`src/rtl/tdc_fifo_rr_reader_pkg.sv`:
```
// Shared types and defaults for the TDC FIFO round-robin reader.
package tdc_rr_pkg;

  localparam int N_CH_DEF = 4;
  localparam int DW_DEF   = 48;
  localparam int CH_W_DEF = 2;

  typedef enum logic [1:0] {
    IDLE = 2'd0,
    READ = 2'd1,
    CAPT = 2'd2,
    OUT  = 2'd3
  } state_t;

  // Output word layout: channel tag above the timestamp.
  function automatic logic [CH_W_DEF+DW_DEF-1:0] pack_word(
    input logic [CH_W_DEF-1:0] ch,
    input logic [DW_DEF-1:0]   data
  );
    return {ch, data};
  endfunction

endpackage

```
`src/rtl/tdc_fifo_rr_reader_rr_pick.sv`:
```
// Combinational round-robin picker: first requester at or after ptr, wrapping.
module rr_pick #(
  parameter int N_CH = 4,
  parameter int CH_W = $clog2(N_CH)
) (
  input  logic [N_CH-1:0] req,
  input  logic [CH_W-1:0] ptr,
  output logic [CH_W-1:0] grant_idx,
  output logic            any
);

  localparam logic [CH_W:0] N_LIM = (CH_W+1)'(N_CH);

  logic [N_CH-1:0] rot;
  logic [CH_W-1:0] off;
  logic [CH_W:0]   sum;

  always_comb begin
    // Rotating the doubled vector puts channel ptr at bit 0.
    rot = N_CH'({req, req} >> ptr);
    off = '0;
    for (int i = N_CH-1; i >= 0; i--)
      if (rot[i]) off = CH_W'(i);
    sum = {1'b0, ptr} + {1'b0, off};
    // Explicit wrap so non-power-of-two channel counts map correctly.
    if (sum >= N_LIM) sum = sum - N_LIM;
    grant_idx = sum[CH_W-1:0];
  end

  assign any = |req;

endmodule

```
`src/rtl/tdc_fifo_rr_reader.sv`:
```
// Drains N_CH TDC timestamp FIFOs round-robin onto one tagged valid/ready stream.
module tdc_fifo_rr_reader
  import tdc_rr_pkg::*;
#(
  parameter int N_CH  = N_CH_DEF,
  parameter int DW    = DW_DEF,
  parameter int CH_W  = $clog2(N_CH),
  parameter int CNT_W = 16
) (
  input  logic                 clk,
  input  logic                 rst,
  input  logic                 enable,
  input  logic [N_CH-1:0]      fifo_empty,
  input  logic [N_CH*DW-1:0]   fifo_data,
  output logic [N_CH-1:0]      fifo_rd_en,
  output logic [CH_W+DW-1:0]   out_data,
  output logic                 out_valid,
  input  logic                 out_ready,
  output logic                 busy,
  output logic [CNT_W-1:0]     words_out
);

  state_t                    state;
  logic [CH_W-1:0]           rr_ptr;
  logic [CH_W-1:0]           sel;
  logic [CH_W-1:0]           pick_idx;
  logic                      pick_any;
  logic [N_CH-1:0][DW-1:0]   ch_data;

  assign ch_data = fifo_data;

  rr_pick #(
    .N_CH (N_CH),
    .CH_W (CH_W)
  ) u_pick (
    .req       (~fifo_empty),
    .ptr       (rr_ptr),
    .grant_idx (pick_idx),
    .any       (pick_any)
  );

  // Read pulse depends only on registered state, so it is glitch-free and one-hot.
  assign fifo_rd_en = (state == READ) ? (N_CH'(1) << sel) : '0;
  assign busy       = (state != IDLE);

  always_ff @(posedge clk) begin
    if (rst) begin
      state     <= IDLE;
      rr_ptr    <= '0;
      sel       <= '0;
      out_valid <= 1'b0;
      out_data  <= '0;
      words_out <= '0;
    end else begin
      case (state)
        IDLE: begin
          if (enable && pick_any) begin
            sel   <= pick_idx;
            state <= READ;
          end
        end
        READ: state <= CAPT;
        CAPT: begin
          // FIFO output register now holds the word popped during READ.
          out_data  <= {sel, ch_data[sel]};
          out_valid <= 1'b1;
          state     <= OUT;
        end
        OUT: begin
          if (out_ready) begin
            out_valid <= 1'b0;
            words_out <= words_out + 1'b1;
            rr_ptr    <= (sel == CH_W'(N_CH-1)) ? '0 : sel + 1'b1;
            state     <= IDLE;
          end
        end
        default: state <= IDLE;
      endcase
    end
  end

endmodule
```
`config.mk`:
```
export PLATFORM = sky130hd
export DESIGN_NAME = tdc_fifo_rr_reader
export DESIGN_NICKNAME = d
export VERILOG_FILES = /design/src/rtl/tdc_fifo_rr_reader_pkg.sv /design/src/rtl/tdc_fifo_rr_reader_rr_pick.sv /design/src/rtl/tdc_fifo_rr_reader.sv
export SDC_FILE = /design/constraint.sdc
export NUM_CORES = 1
export LEC_CHECK = 0
export BUFFER_PORTS_ARGS = -buffer_cell sky130_fd_sc_hd__buf_2
export CAP_MARGIN = 20
export CORE_ASPECT_RATIO = 1.5
export CORE_MARGIN = 8
export CORE_UTILIZATION = 25
export CTS_BUF_LIST = sky130_fd_sc_hd__clkbuf_16
export CTS_CLUSTER_DIAMETER = 200
export DETAILED_ROUTE_END_ITERATION = 10
export SETUP_SLACK_MARGIN = 0.5
export SKIP_CTS_REPAIR_TIMING = 1
export SYNTH_ARGS = -nofsm -noshare
export SYNTH_HDL_FRONTEND = slang
export SYNTH_SLANG_ARGS = --single-unit
```
`constraint.sdc`:
```
create_clock -name clk -period 2.2 [get_ports clk]
set_clock_uncertainty 0.1 [all_clocks]
set_input_delay 0.11 -clock clk [delete_from_list [all_inputs] [get_ports clk]]
set_output_delay 0.11 -clock clk [all_outputs]
set_load 0.01 [all_outputs]
```
# == Yosys cells after proc, flatten, opt, wreduce, memory -nomap -nowiden ==
# Cells that the tools add are included.
# op_classes
add_sub_neg,4
bitwise_logic,1
n_reduce_logical,9
muxes,14
shift,2
magnitude_cmp,2
n_eq_ne,6
# op_table
op,n
48-bit binary-select mux with 2-bit select,1
48-bit two-way mux,1
"16-bit by 1-bit adder with 16-bit output, second input constant",1
2-bit two-way mux,8
2-bit case mux with 4 select lines,1
2-bit AND reduction,4
8-bit by 2-bit right shift with 4-bit output,1
"2-bit equality test, second input constant",3
4-bit two-way mux,1
"2-bit != test, second input constant",2
4-bit NOT,1
2-bit nonzero test,2
4-bit OR reduction,1
"1-bit by 2-bit << shifter with 4-bit output, first input constant",1
2-bit by 2-bit adder with 3-bit output,1
"3-bit >= comparator, second input constant",1
"2-bit by 3-bit less-than comparator with 1-bit output, second input constant",1
"2-bit by 1-bit adder with 2-bit output, second input constant",1
"2-bit by 1-bit equality test with 1-bit output, second input constant",1
2-bit zero test,1
1-bit case mux with 2 select lines,1
"2-bit by 1-bit subtractor with 2-bit output, second input constant",1
1-bit logical AND,1
1-bit two-way mux,1
# totals
input_bits,200
regBits,73
out_inout_bits,72
wordCells,44

# == Longest topological paths before layout ==
# Gate-level depths: netlist of the first run.
# logic_depth
depth_word,9
ltp_mapped,9
ltp_nobuf,8

# == Hierarchy ==
# A second synthesis of the first run with hierarchy kept.
# unflattened
hier_cells,381
hier_area_um2,4241.6
# by_module_without_submodules
module,cells_per_inst,seq_area_each_um2,area_per_inst_um2,instances
tdc_fifo_rr_reader,354,1461.4,4062.6,1
rr_pick,27,0.0,178.9,1

# == Worst setup path after synthesis of the first run ==
# Ideal clock, no wire load.
# synth_path
path_kind,reg-to-reg
start,register rr_ptr[0]
end,register sel[1]
path_slack_ns,0.472
required_ns,2.014
path_stages_with_launch,10
period_less_slack_ns,1.728
arrival_ns,1.542
setup_time_ns,0.086
n_path_buf,1
cell_sequence,dfxtp_1 > buf_2 > nand2b_1 > o221ai_1 > o21ai_0 > o211ai_1 > ha_1 > xor2_1 > xnor2_1 > a211oi_1
# synth_via
elab_chain_cells,8
word_cells_on_any_way,9
classes_between,add/sub: 2; order compare: 1; shift: 1; mux: 5
# synth_rtl
element,line,text
"start, declared",tdc_fifo_rr_reader.sv:24,logic [CH_W-1:0] rr_ptr;
"start signal, assigned",tdc_fifo_rr_reader.sv:73,rr_ptr <= (sel == CH_W'(N_CH-1)) ? '0 : sel + 1'b1;
8-bit by 2-bit right shift with 4-bit output,tdc_fifo_rr_reader_rr_pick.sv:20,"rot = N_CH'({req, req} >> ptr);"
2-bit two-way mux (4 in series),tdc_fifo_rr_reader_rr_pick.sv:23,if (rot[i]) off = CH_W'(i);
2-bit by 2-bit adder with 3-bit output *,tdc_fifo_rr_reader_rr_pick.sv:24,"sum = {1'b0, ptr} + {1'b0, off};"
3-bit >= comparator / 2-bit by 1-bit subtractor with 2-bit output (equally long branches),tdc_fifo_rr_reader_rr_pick.sv:26,if (sum >= N_LIM) sum = sum - N_LIM;
2-bit two-way mux *,tdc_fifo_rr_reader_rr_pick.sv:26,
"end signal, assigned",tdc_fifo_rr_reader.sv:58,sel <= pick_idx;
"end, declared",tdc_fifo_rr_reader.sv:25,logic [CH_W-1:0] sel;
# Every way passes the cells marked *; elsewhere a longest branch is shown, timed or not.
# A chain may end at the register's enable or synchronous reset.

# == Worst setup path after layout of the first run ==
# layout_path
start,register state[1]
end,register words_out[15]
# layout_via
elab_chain_cells,2
# layout_rtl
element,line,text
"start, declared",tdc_fifo_rr_reader.sv:23,state_t state;
"start signal, assigned",tdc_fifo_rr_reader.sv:48,state <= IDLE;
"start signal, assigned",tdc_fifo_rr_reader.sv:59,state <= READ;
"start signal, assigned",tdc_fifo_rr_reader.sv:62,READ: state <= CAPT;
2-bit equality test,tdc_fifo_rr_reader.sv:55,case (state)
2-bit AND reduction (no source line),--,
"end signal, assigned",tdc_fifo_rr_reader.sv:72,words_out <= words_out + 1'b1;
"end, declared",tdc_fifo_rr_reader.sv:20,output logic [CNT_W-1:0] words_out
# No other way between the ends.

==> impl_metrics.json, run 1 <==
{
  "outcome": "complete, no violations",
  "reg2reg_start": "state[1]$_SDFFE_PP0P_",
  "finalWirelength_mm": 15.2,
  "post_route_cells_drive_above_1_share_pct": 57.1,
  "cap_viol_max_count": 0,
  "cts_made_buffers": 9,
  "cpPeakStageDelay_ps": 370,
  "antenna_violations_before_repair": 0,
  "cell_type_of_the_slowest_stage_on_the_worst_timing_path": "dfxtp_2",
  "yosys_warnings": 0,
  "yosys.area_share.simple_pct": 13.9,
  "area_of_the_core_mm2": 0.0166,
  "p_sw_w": 0.00186,
  "hpwl_mm": 11.8,
  "synth_top_family_by_area": "multiplexers",
  "ctsLongestPathBuffers": 2,
  "grt_pass1_vias": 4306,
  "final_period_utilization_pct": 74.4,
  "regToRegSetupSlack_ps": 560,
  "insertedDiodeCount": 0,
  "area_delta_synth_final_pct": 52.6,
  "worst-setup-path-type": "reg -> reg",
  "final_antenna_net_count": 0,
  "final_hold_viol_count": 0,
  "finish.cell_count_without_fillers": 865,
  "startpoint_type": "flop",
  "hold_path.class": "in -> reg",
  "post-synth-top-area-fraction_pct": 34.8,
  "insertion_delay_ps": 320,
  "max-vdd-ir-drop_uv": 392,
  "detail_route.vias_per_cell": 4.65,
  "power_frac_comb_pct": 41.1,
  "layout_commonest_cell": "buf_2",
  "tritoncts": "built",
  "worst_setup_path_end_kind": "flop",
  "die_w_um": 122,
  "drt_iter0_drc": 122,
  "power.leakage_nw": 2.86,
  "max_clock_freq_mhz": 611,
  "grt_overflow_total": 0,
  "largest_net_degree_at_the_start_of_global_routing": 54,
  "power_switching_share_pct": 31.2,
  "r2r_cells": 6,
  "final.setup.tns_ps": 0,
  "timing.final.max_slew_violations": 0,
  "worst_setup_hold_path_clk_slew_ps": 60,
  "syn-num-nets": 588,
  "design.final.nets": 860,
  "setup_viol_count_final": 0,
  "synth_area_per_cell_um2": 11.1,
  "synth.lib_cells_used.distinct": 32,
  "drtPass1Iterations": 4,
  "globalRouteTotalUtil_pct": 13.2,
  "worst_ep_arrival_time_ps": 1730,
  "synth.largest_area_cell": "dfxtp_1",
  "initial_core_util_pct": 25.2,
  "relSlewSlack_pct": 66.6,
  "fillers": 1700,
  "power-per-cell-area_mw_per_mm2": 929,
  "synth_compound_gate_area_share_pct": 3.13,
  "most_used_cells_in_the_layout_excluding_fill_and_tap_cells": "buf_2 (271), nor2_1 (71), dfxtp_1 (67), mux2i_1 (52), mux4_2 (48)",
  "clockRootBuffer": "clkbuf_16",
  "post_synth_mux_area_share_pct": 38.2,
  "worst_setup_path_endpoint": "words_out[15]$_SDFFE_PP0P_",
  "ys_seq_elements": 73,
  "final_period_minus_worst_setup_slack_ps": 1640,
  "grt_first_pass_wirelength_mm": 22.1,
  "power.share.clock_pct": 29.8,
  "worstMarginPinSlew_ps": 501,
  "numClockSinks": 73,
  "regToRegEndpoint": "words_out[15]$_SDFFE_PP0P_",
  "detailroute.via_count": 4020,
  "synth.yosys.seq_area_share_pct": 34.8,
  "gpl.final_weighted_congestion": 0.777,
  "die_area_mm2": 0.0213,
  "netlist_top_cells_area": "dfxtp_1 (35%), mux4_2 (26%), mux2i_1 (12%), nor2_1 (6.4%), ha_1 (3.0%)",
  "drt_drc_violations_left": 0,
  "adder_cell_area_share_of_the_yosys_netlist_pct": 2.98,
  "grt_setup_unrepaired": "yes",
  "placementRows": 58,
  "post_synth_instance_area_mm2": 0.00420,
  "share_seq_of_total_power_pct": 29.2,
  "critical_path.cell_chain": "ha_2, and2_4, nand4_4, nor4_4, xnor2_1, nor2_1",
  "routed_wire_length_per_instance_um": 17.6,
  "ios": 272,
  "cell_internal_power_dissipation_w": 0.00409,
  "h_tree_levels": 3,
  "worst-path-max-fanout": 8,
  "dpl.cell_count": 840,
  "port_buffers": 271,
  "die_height_um": 175,
  "postSynthCellCount": 378,
  "post_synth_xor_area_fraction_pct": 2.92,
  "timing.hold.worst_path_depth": 4,
  "worst_ep_required_time_ps": 2290,
  "critPathLaunch": "state[1]$_SDFFE_PP0P_"
}
-- per-stage QoR --
stage          power [W]  util [%]  instance area [um2]  worst slack (ps)  hold slack, ps
5_1_grt          0.00630      38.5                 6400               450             105
4_1_cts          0.00589      37.2                 6190               309            78.9
6_report         0.00595      38.5                 6400               564             108
2_1_floorplan    0.00325         -                 4200               506             264
3_3_place_gp     0.00402      35.1                 5830               358             368
3_5_place_dp     0.00406      35.1                 5830               324             373
-- logic make-up after synthesis --
kind of cell | after synthesis
and+or+nand+nor | 124
muxes | 100
DFF | 73
buffers and inverters | 37
AOI/OAI and AO/OA | 20
xor gates and xnor gates | 14
adders and majority gates | 10
-- worst max-delay path, delay by kind of cell, from the launching register on --
family | cells | cell delay [ps]
adders and majority gates | 1 | 210
DFF | 1 | 370
xor gates and xnor gates | 1 | 150
and+or+nand+nor | 4 | 690
-- synth_stat cells, drive strengths merged --
library cell / count
mux4: 48
mux2i: 52
o211ai: 1
buf: 16
xnor2: 8
o32ai: 1
a21oi: 8
nand3: 6
dfxtp: 73
inv: 8
and2: 5
clkbuf: 13
ha: 10
xor2: 6
nand2b: 1
nor2b: 4
o21ai: 5
nor4: 1
o221ai: 1
a32oi: 2
a211oi: 1
or3: 3
and3: 2
nand4: 4
o2bb2ai: 1
nand2: 19
and4: 1
nor3: 7
nor2: 71
-- power by group through the flow --
stage | Sequential, W | Clock, W | Combinational [W]
6_report | 0.00174 | 0.00177 | 0.00244
5_1_grt | 0.00177 | 0.00188 | 0.00265
4_1_cts | 0.00173 | 0.00185 | 0.00231
3_5_place_dp | 0.00175 | 0 | 0.00231
3_3_place_gp | 0.00175 | 0 | 0.00228
2_1_floorplan | 0.00183 | 0 | 0.00143
-- state kept, by name (all words and copies together) (netlist names) --
signal,flops
sel,2
out_valid,1
state,2
words_out,16
out_data,50
rr_ptr,2
-- final cells by class --
cell class / instances / area (um2) / area share (%)
multi-input combinational: 269 / 2630 / 41.1
timing repair buffer: 289 / 1650 / 25.7
sequential: 73 / 1470 / 23.0
tap: 210 / 263 / 4.10
clock buffer: 9 / 225 / 3.52
clock inverter: 7 / 134 / 2.09
inverter: 8 / 30.0 / 0.469
-- worst min path at each step --
stage / from / endpoint / slack, ps
5_1_grt: out_ready / state[0]$_SDFFE_PP0P_ / 100
3_5_place_dp: out_data[46]$_SDFFE_PP0P_ / out_data[46]$_SDFFE_PP0P_ / 370
2_1_floorplan: out_ready / state[0]$_SDFFE_PP0P_ / 260
4_1_cts: out_ready / state[0]$_SDFFE_PP0P_ / 80
6_report: out_ready / state[0]$_SDFFE_PP0P_ / 110
3_3_place_gp: out_data[31]$_SDFFE_PP0P_ / out_data[31]$_SDFFE_PP0P_ / 370
-- routing by layer --
layer,wire length [um],GRT usage [%],vias up
li1,-,-,1917
met1,5610,12.9,1945
met2,8440,24.7,146
met3,987,4.33,12
met4,201,4.65,0
met5,0,0,-
Power figures use the tool's default switching activity.
==> run 2, diff against run 1 <==
clock period = 1.6 ns   (was 2.2 ns; I/O delays follow)
==> run 2 against run 1 <==
Effect of this change:
- the run now ends with negative setup slack left
- global-route usage is 0.21 points lower
- flip-flop and latch count stayed put
- final area rose by 9.5%
- non-clock buffer count up 32
- setup slack got worse by 610 ps
- sequential power rose by 37%
- largest power group unchanged
- highest routed layer is now met5
==> impl_metrics.json, run 2 (same netlist as run 1, synthesis figures left out) <==
{
  "drt_drc_violations_left": 0,
  "worst_ep_arrival_time_ps": 1780,
  "layout_commonest_cell": "buf_2",
  "hold_path.class": "in -> reg",
  "worstMarginPinSlew_ps": 431,
  "die_w_um": 122,
  "worst_setup_path_end_kind": "flop",
  "critical_path.cell_chain": "nand2b_4, o221ai_2, o21ai_1, o211ai_1, ha_2, xor2_1, xnor2_1, a211oi_1",
  "design.final.nets": 892,
  "clockRootBuffer": "clkbuf_16",
  "worst_ep_required_time_ps": 1730,
  "antenna_violations_before_repair": 1,
  "max_flop_register": "out_data",
  "worst-path-max-fanout": 6,
  "post_route_cells_drive_above_1_share_pct": 64.0,
  "final_period_minus_worst_setup_slack_ps": 1650,
  "cap_viol_max_count": 0,
  "max_clock_freq_mhz": 607,
  "setup_viol_count_final": 5,
  "hpwl_mm": 11.4,
  "die_area_mm2": 0.0213,
  "relSlewSlack_pct": 71.0,
  "r2r_cells": 8,
  "grt_overflow_total": 0,
  "finish.utilization_pct": 42.2,
  "insertion_delay_ps": 330,
  "final_antenna_net_count": 0,
  "grt_first_pass_wirelength_mm": 21.8,
  "tritoncts": "built",
  "timing.final.max_slew_violations": 0,
  "globalRouteTotalUtil_pct": 13.0,
  "largest_net_degree_at_the_start_of_global_routing": 74,
  "most_used_cells_in_the_layout_excluding_fill_and_tap_cells": "buf_2 (263), nor2_1 (70), dfxtp_1 (56), mux2i_1 (52), mux4_2 (48)",
  "worst-path-buf-inv": 0,
  "worst-setup-path-type": "reg -> reg",
  "cts_made_buffers": 9,
  "drt_iter0_drc": 151,
  "biggestRegsByFlops": "out_data (50), words_out (16)",
  "worst_setup_hold_path_clk_slew_ps": 60,
  "gpl.final_weighted_congestion": 0.754,
  "area_delta_synth_final_pct": 67.1,
  "cell_type_of_the_slowest_stage_on_the_worst_timing_path": "dfxtp_2",
  "routed_wire_length_per_instance_um": 17.1,
  "grt_setup_unrepaired": "yes",
  "die_height_um": 175,
  "finalWirelength_mm": 15.3,
  "detail_route.vias_per_cell": 4.55,
  "initial_core_util_pct": 25.2,
  "port_buffers": 271,
  "numClockSinks": 73,
  "ios": 272,
  "critical-path-top-delay-family": "compound AO/OA/AOI/OAI gates",
  "power.leakage_nw": 3.10,
  "final_hold_viol_count": 0,
  "final_period_utilization_pct": 103,
  "largest_register_ff_count": 50,
  "placementRows": 58,
  "cpPeakStageDelay_ps": 340,
  "grt_pass1_vias": 4266,
  "power-per-cell-area_mw_per_mm2": 1230,
  "h_tree_levels": 3,
  "violated_checks": "negative setup slack",
  "fillers": 1603,
  "detailroute.via_count": 4083,
  "place_ws_ps": 0.693,
  "area_of_the_core_mm2": 0.0166,
  "ctsLongestPathBuffers": 2,
  "cp.depth": 8,
  "max-vdd-ir-drop_uv": 621,
  "startpoint_type": "flop",
  "timing.hold.worst_path_depth": 4,
  "drtPass1Iterations": 4,
  "worst_slack_ps": -47.6,
  "outcome": "finished, violations left"
}
## run 2: cell count changes in the layout (fill, tap and decap cells not counted), sizes merged
cell,before,now
diode,0,1
buf,286,316
clkbuf,12,14
clkinv,2,4
inv,9,10
bufinv,4,1
## run 2: where the power goes
part,leakage [nW],total [W],switching [W],internal (W)
sequential,0.601,0.00239,0.000218,0.00217
clock,0.151,0.00206,0.000842,0.00122
combinational,2.34,0.00415,0.00179,0.00236
total,3.10,0.00861,0.00285,0.00576
## run 2: worst register-to-register path: stages (launching register included)
cell and delay [ps]:
dfxtp_2 340, nand2b_4 140, o221ai_2 110, o21ai_1 80, o211ai_1 100, ha_2 200, xor2_1 170, xnor2_1 100
a211oi_1 210
## run 2: path summary, 6_finish.rpt
path	from	endpoint	slack, ps
setup / recovery	rr_ptr[0]$_SDFFE_PP0P_	sel[1]$_SDFFE_PP0P_	-50
hold / removal	out_ready	state[0]$_SDFFE_PP0P_	90
setup reg to reg	rr_ptr[0]$_SDFFE_PP0P_	sel[1]$_SDFFE_PP0P_	-50
hold reg to reg	out_valid$_SDFFE_PP0P_	out_valid$_SDFFE_PP0P_	390
## run 2: stage by stage
step | total power (W) | cells | cell area (um2) | setup TNS (ps) | hold WS, ps
final | 0.00861 | 898 | 7010 | -82.0 | 85.7
after global routing | 0.00914 | 897 | 7010 | -2310 | 100
after CTS | 0.00792 | 870 | 6350 | -665 | 25.4
after detailed placement | 0.00579 | 854 | 6050 | 0 | 376
after global placement | 0.00575 | 854 | 6050 | -18.6 | 367
after floorplan | 0.00470 | 378 | 4430 | -36.6 | 224
## run 2: final cells by class
| type | count | area (um2) | share of cell area (%) |
|---|---|---|---|
| multi-input cells | 269 | 2790 | 39.8 |
| repair buffers | 321 | 2110 | 30.1 |
| flip-flops and latches | 73 | 1500 | 21.4 |
| well taps | 210 | 263 | 3.75 |
| clock buffers | 9 | 225 | 3.21 |
| clock inverters | 7 | 76.3 | 1.09 |
| inverters | 8 | 50.0 | 0.714 |
| diodes | 1 | 2.50 | 0.0357 |
## run 2: layer usage
layer  vias up  routed length [um]  track usage, %
li1       1987                   -               -
met1      1943                5680            13.6
met2       131                8400            23.5
met3        20                 927            3.75
met4         2                 320            4.85
met5         -                  12               0
